## src/rtl/spi_frame_pkg.sv

```systemverilog
// Shared types and constants for the SPI write-frame receiver.
package spi_frame_pkg;

   typedef enum logic [1:0] {
      ST_IDLE  = 2'd0,
      ST_SHIFT = 2'd1,
      ST_CHECK = 2'd2
   } state_t;

   localparam int   FRAME_BITS   = 16;
   localparam logic RW_WRITE     = 1'b1;
   localparam int   CNT_W        = 5;
   localparam int   DEF_ADDR_W   = 7;
   localparam int   DEF_DATA_W   = 8;
   localparam int   DEF_MAX_ADDR = 4;

endpackage

```

## src/rtl/spi_input_sync.sv

```systemverilog
// Multi-flop pin synchronizer followed by a history flop for edge detection.
module spi_input_sync #(
   parameter int   SYNC_STAGES = 2,
   parameter logic RST_VAL     = 1'b0
) (
   input  logic clk,
   input  logic rst,
   input  logic i_pin,
   output logic o_level,
   output logic o_rise,
   output logic o_fall
);

   logic [SYNC_STAGES-1:0] r_sync;
   logic                   r_hist;

   always_ff @(posedge clk or posedge rst) begin
      if (rst) begin
         r_sync <= {SYNC_STAGES{RST_VAL}};
         r_hist <= RST_VAL;
      end else begin
         r_sync <= {r_sync[SYNC_STAGES-2:0], i_pin};
         r_hist <= r_sync[SYNC_STAGES-1];
      end
   end

   assign o_level = r_sync[SYNC_STAGES-1];
   assign o_rise  = o_level & ~r_hist;
   assign o_fall  = ~o_level & r_hist;

endmodule

```

## src/rtl/spi_frame_rx.sv

```systemverilog
// SPI mode-0 16-bit write-frame deframer feeding the register bank.
// Build option: SPI_FRAME_RX_ADDR_ERR_EN flags out-of-range write addresses.
module spi_frame_rx
   import spi_frame_pkg::*;
#(
   parameter int SYNC_STAGES = 2,
   parameter int ADDR_W      = DEF_ADDR_W,
   parameter int DATA_W      = DEF_DATA_W,
   parameter int MAX_ADDR    = DEF_MAX_ADDR
) (
   input  logic              clk,
   input  logic              rst,
   input  logic              sclk_i,
   input  logic              copi_i,
   input  logic              ncs_i,
   output logic              wr_valid_o,
   output logic [ADDR_W-1:0] wr_addr_o,
   output logic [DATA_W-1:0] wr_data_o,
   output logic              frame_err_o,
   output logic              busy_o
);

   localparam logic [CNT_W-1:0]  CNT_FULL   = CNT_W'(FRAME_BITS);
   localparam logic [CNT_W-1:0]  CNT_SAT    = CNT_W'(FRAME_BITS + 1);
   localparam logic [ADDR_W-1:0] MAX_ADDR_C = ADDR_W'(MAX_ADDR);

   logic w_sclk_rise, w_sclk_level_unused, w_sclk_fall_unused;
   logic w_copi_level, w_copi_rise_unused, w_copi_fall_unused;
   logic w_ncs_rise, w_ncs_fall, w_ncs_level_unused;

   state_t                  r_state;
   logic [FRAME_BITS-1:0]   r_shift;
   logic [CNT_W-1:0]        r_bit_cnt;
   logic                    r_wr_valid;
   logic [ADDR_W-1:0]       r_wr_addr;
   logic [DATA_W-1:0]       r_wr_data;
   logic                    r_frame_err;

   logic                    w_rw;
   logic [ADDR_W-1:0]       w_addr;
   logic [DATA_W-1:0]       w_data;
   logic                    w_addr_ok;

   function automatic logic [CNT_W-1:0] sat_inc(input logic [CNT_W-1:0] cnt);
      return (cnt >= CNT_SAT) ? CNT_SAT : cnt + 1'b1;
   endfunction

   spi_input_sync #(.SYNC_STAGES(SYNC_STAGES), .RST_VAL(1'b0)) u_sync_sclk (
      .clk(clk), .rst(rst), .i_pin(sclk_i),
      .o_level(w_sclk_level_unused), .o_rise(w_sclk_rise), .o_fall(w_sclk_fall_unused)
   );

   spi_input_sync #(.SYNC_STAGES(SYNC_STAGES), .RST_VAL(1'b0)) u_sync_copi (
      .clk(clk), .rst(rst), .i_pin(copi_i),
      .o_level(w_copi_level), .o_rise(w_copi_rise_unused), .o_fall(w_copi_fall_unused)
   );

   // nCS idles high, so its chain resets to 1 and a low pin after reset reads as a fall.
   spi_input_sync #(.SYNC_STAGES(SYNC_STAGES), .RST_VAL(1'b1)) u_sync_ncs (
      .clk(clk), .rst(rst), .i_pin(ncs_i),
      .o_level(w_ncs_level_unused), .o_rise(w_ncs_rise), .o_fall(w_ncs_fall)
   );

   assign w_rw      = r_shift[FRAME_BITS-1];
   assign w_addr    = r_shift[FRAME_BITS-2 -: ADDR_W];
   assign w_data    = r_shift[DATA_W-1:0];
   assign w_addr_ok = (w_addr <= MAX_ADDR_C);

   always_ff @(posedge clk or posedge rst) begin
      if (rst) begin
         r_state     <= ST_IDLE;
         r_shift     <= '0;
         r_bit_cnt   <= '0;
         r_wr_valid  <= 1'b0;
         r_wr_addr   <= '0;
         r_wr_data   <= '0;
         r_frame_err <= 1'b0;
      end else begin
         r_wr_valid  <= 1'b0;
         r_frame_err <= 1'b0;
         case (r_state)
            ST_IDLE: begin
               if (w_ncs_fall) begin
                  r_state   <= ST_SHIFT;
                  r_shift   <= '0;
                  r_bit_cnt <= '0;
               end
            end
            ST_SHIFT: begin
               // End of frame takes priority over a coincident SCLK edge.
               if (w_ncs_rise) begin
                  r_state <= ST_CHECK;
               end else if (w_sclk_rise) begin
                  r_shift   <= {r_shift[FRAME_BITS-2:0], w_copi_level};
                  r_bit_cnt <= sat_inc(r_bit_cnt);
               end
            end
            ST_CHECK: begin
               r_state <= ST_IDLE;
               if (r_bit_cnt != CNT_FULL) begin
                  r_frame_err <= 1'b1;
               end else if (w_rw == RW_WRITE) begin
                  if (w_addr_ok) begin
                     r_wr_valid <= 1'b1;
                     r_wr_addr  <= w_addr;
                     r_wr_data  <= w_data;
                  end else begin
`ifdef SPI_FRAME_RX_ADDR_ERR_EN
                     r_frame_err <= 1'b1;
`else
                     r_frame_err <= 1'b0;
`endif
                  end
               end
            end
            default: r_state <= ST_IDLE;
         endcase
      end
   end

   assign wr_valid_o  = r_wr_valid;
   assign wr_addr_o   = r_wr_addr;
   assign wr_data_o   = r_wr_data;
   assign frame_err_o = r_frame_err;
   assign busy_o      = (r_state != ST_IDLE);

endmodule

```

## config.mk

```make
export PLATFORM = sky130hd
export DESIGN_NAME = spi_frame_rx
export DESIGN_NICKNAME = d
export VERILOG_FILES = /design/src/rtl/spi_frame_pkg.sv /design/src/rtl/spi_input_sync.sv /design/src/rtl/spi_frame_rx.sv
export SDC_FILE = /design/constraint.sdc
export NUM_CORES = 1
export LEC_CHECK = 0
export BUFFER_PORTS_ARGS = -buffer_cell sky130_fd_sc_hd__buf_2
export CAP_MARGIN = 20
export CORE_ASPECT_RATIO = 1.5
export CORE_MARGIN = 2
export CORE_UTILIZATION = 56
export CTS_CLUSTER_SIZE = 28
export DETAILED_ROUTE_END_ITERATION = 10
export GPL_TIMING_DRIVEN = 0
export PLACE_DENSITY = 0.86
export SLEW_MARGIN = 30
export SYNTH_ARGS = -nofsm -noshare
export SYNTH_HDL_FRONTEND = slang
export SYNTH_SLANG_ARGS = --single-unit
```

## constraint.sdc

```tcl
create_clock -name clk -period 2.2 [get_ports clk]
set_input_delay 0.33 -clock clk [delete_from_list [all_inputs] [get_ports clk]]
set_output_delay 0.33 -clock clk [all_outputs]
set_load 0.02 [all_outputs]
```

==> run_results.csv <==
group,metric,value,unit
run_status,status,"complete, but fails checks",
run_status,violations,"hold timing",
pwr,power_frac_comb,8.6,%
timing,hold_ws,-0.00132,ns
clocking,cts_resized,0,
timing,maxSlewViolCount,0,
placed_design,placed_area,2050,sq um
setup_path,r2r-end,"wr_data_o[3]",
route,ant_nets,0,
setup_path,crit_required,2.39,ns
setup_path,path_buf_inv,2,
setup_path,worstPathArrival,2.09,ns
die,coreArea,3160,sq um
global_route,grt_max_degree,32,
synthesis,yosys.area_share.simple,11.6,%
timing,slew_headroom,69.8,%
placed_design,place_ws,0.291,ns
synthesis,yosysTopAreaCell,"dfrtp_1",
timing,tns,0,ns
pwr,leakagePower,1.09,nW
global_route,grt_pass1_vias,1080,
setup_path,critPathLaunch,"r_bit_cnt[0]",
timing,setup_slack,0.293,ns
setup_path,crit_chain,"inv_1, ha_1, nand2_1, nor3_2, nand4_4, buf_6, mux2_4",
route,drc,0,
finish,nNetsFinal,167,
route,drt_wl_total,3250,microns
setup_path,crit_end,"wr_data_o[3]",
route,wl_per_cell,16.3,microns
setup_path,cp_max_fo,10,
die,die_x,51.2,microns
pwr,seqPwrFrac,59.1,%
synthesis,ys_seq_area_share,64.5,%
route,dr.pass1.iters,4,
timing,period_needed,1.91,ns
pwr,clkPwrFrac,32.3,%
synthesis,yosys.cell_types.count,34,
synthesis,yosys_warnings,0,
synthesis,ys.flop_type,"dfrtp_1",
synthesis,syn_area_per_cell,14.5,sq um
finish,final_layout_size_suffix_gt1_share,34.4,%
synthesis,synth-seq-cells,48,
route,num_vias,1119,
synthesis,yosys-mux-area-fraction,7.83,%
placed_design,hpwl,2310,microns
setup_path,cp_num_cells,7,
synthesis,synth_top_family_by_area,"simple AND/OR/NAND/NOR gates",
die,dieArea,3830,sq um
finish,synthToLayoutAreaGrowth,14.9,%
pwr,p_total,1.66,mW
clocking,cts_setup_buffers,0,
setup_path,cp_slowest_stage_delay,0.46,ns
clocking,cts_tree,"done",
timing,tightest_slew,0.453,ns
clocking,holdBufCountCts,0,
finish,diodes,0,
synthesis,synth_fa_ha_area_share,2.01,%
global_route,grt_use_total,19.2,%
pwr,p_int,1.24,mW
clocking,numCtsBuffers,5,
global_route,grt_overflow_total,0,
flow_run,drv_cap,0,
route,routed_via_density,5.60,
die,ios,23,
timing,rsz0062_at_grt,"no",
setup_path,rrSetupSlack,0.29,ns
timing,min_period_over_period,86.7,%
clocking,ctsRootBufferMaster,"clkbuf_8",
die,die_h,74.8,microns
synthesis,synth-edff-count,0,
synthesis,synth_area_leaders,"dfrtp_1 (60%), a22o_1 (7.5%), mux2_4 (4.8%), dfstp_2 (4.2%), mux2_2 (3.0%)",
setup_path,start_kind,"register",
synthesis,post-synth-top-area-fraction,60.2,%
finish,final_common_cell,"dfrtp_1",
clocking,cts.path.max_buffers,2,
placed_design,port_buffers,22,
synthesis,synth-async-reset-ratio,100,%
timing,hold_viol,7,
synthesis,syn_area,1870,sq um
clocking,clkSlewWorstSetupHoldPaths,0.09,ns
hold_path,hp-class,"primary input to asynchronous set/reset pin",
finish,final_cell_mix,"dfrtp_1 (45), buf_2 (24), a22o_1 (16)",
synthesis,syn_inst,129,
route,drtIter0Drc,17,
die,rows,25,
pwr,ir_worst_vdd,514,uV
clocking,htree_num_levels,2,
timing,final.setup_skew,0.00777,ns
setup_path,cp-end-kind,"register",
setup_path,reg2regPathDepth,7,
synthesis,synth_compound_area_share,11.2,%
clocking,insertion_delay,0.30,ns
synthesis,synth.net_count,137,
timing,setup_viol,0,
timing,max_freq,0.524,GHz
global_route,grt_pass1_wl,5280,microns
setup_path,worstSetupPathType,"register to register",
synthesis,synth_xor_area_share,0.469,%
finish,postLayoutCellArea,2150,sq um
placed_design,gp_congestion,0.743,
pwr,switching_power,416,uW
global_route,antenna_found_initial,0,
setup_path,crit_family,"simple AND/OR/NAND/NOR gates",
die,initial_core_util,59.2,%
clocking,cts_sinks,48,
setup_path,crit_path_top_delay_cell,"dfrtp_1",
pwr,swShare,25.1,%
pwr,power.density,772,nW/um^2
setup_path,worstReg2RegStart,"r_bit_cnt[0]",
-- cells in the mapped netlist (2+ instances only) --
library cell,n
nand2_1,6
and2_1,4
o21ai_1,4
mux2_2,5
inv_1,4
a41oi_1,2
dfstp_2,3
ha_1,3
nor2b_1,2
mux2_4,6
dfrtp_1,45
a21oi_1,2
nor2_1,2
clkbuf_1,2
nand2b_1,3
a22o_1,16
and4_1,2
buf_2,2
-- state kept, by name, indices dropped and copies added (netlist names) --
| name | flops |
|---|---|
| u_sync_ncs.r_sync | 2 |
| wr_data_o | 8 |
| u_sync_ncs.r_hist | 1 |
| u_sync_sclk.r_sync | 2 |
| r_state | 2 |
| u_sync_sclk.r_hist | 1 |
| wr_addr_o | 7 |
| u_sync_copi.r_sync | 2 |
| frame_err_o | 1 |
| r_shift | 16 |
| wr_valid_o | 1 |
| r_bit_cnt | 5 |
-- power groups by stage --
stage               logic, mW  registers, mW  clock network, mW
floorplan               0.110          0.979                  0
global placement        0.133          0.987                  0
detailed placement      0.145          0.992                  0
CTS                     0.145          0.978              0.557
global route            0.162          0.988              0.586
finish                  0.142          0.980              0.536
-- worst reg2reg max path, stage by stage, from the launching register on --
cell and delay, ns:
dfrtp_1 0.46, inv_1 0.10, ha_1 0.15, nand2_1 0.06, nor3_2 0.30, nand4_4 0.22
buf_6 0.21, mux2_4 0.30
-- per-layer routing --
layer	global-route usage [%]	wire length, microns	up-vias
li1	-	-	524
met1	23.2	1360	559
met5	0	0	-
met2	31.5	1690	29
met4	10.2	72	0
met3	4.96	133	7
-- worst min-delay path by stage --
| stage | to | slack [ns] | startpoint | cells after the start |
|---|---|---|---|---|
| after floorplan | u_sync_copi.r_sync[1] | 0.33 | u_sync_copi.r_sync[0] | 0 |
| after global placement | u_sync_copi.r_sync[1] | 0.33 | u_sync_copi.r_sync[0] | 0 |
| after detailed placement | u_sync_sclk.r_sync[0] | 0.33 | rst | 2 |
| after CTS | r_bit_cnt[0] | 0.003 | rst | 2 |
| after global routing | r_shift[1] | 0.03 | rst | 2 |
| final | wr_data_o[1] | -0.001 | rst | 2 |
-- layout make-up --
type / count / area [sq um]
Timing Repair Buffer: 23 / 130
Fill cell: 223 / 1010
Sequential cell: 48 / 1200
Tap cell: 40 / 50.0
Buffer: 5 / 28.8
Multi-Input combinational cell: 72 / 621
Clock inverter: 2 / 15.0
Inverter: 4 / 15.0
Clock buffer: 6 / 82.6
-- stage by stage --
stage / cells / hold WS, ns / utilization, %
after global placement: 191 / 0.335 / 64.2
after detailed placement: 192 / 0.333 / 64.9
final: 200 / -0.00132 / 68.0
after floorplan: 129 / 0.331 / -
after global routing: 200 / 0.0272 / 68.0
after CTS: 200 / 0.00281 / 68.0
-- logic make-up after synthesis --
logic type                 after synthesis
muxes                                   11
adders and majority gates                3
DFF                                     48
and+or+nand+nor                         30
AOI/OAI and AO/OA                       27
xor gates and xnor gates                 1
buffers and inverters                    9
(Power assumes the default switching activity.)
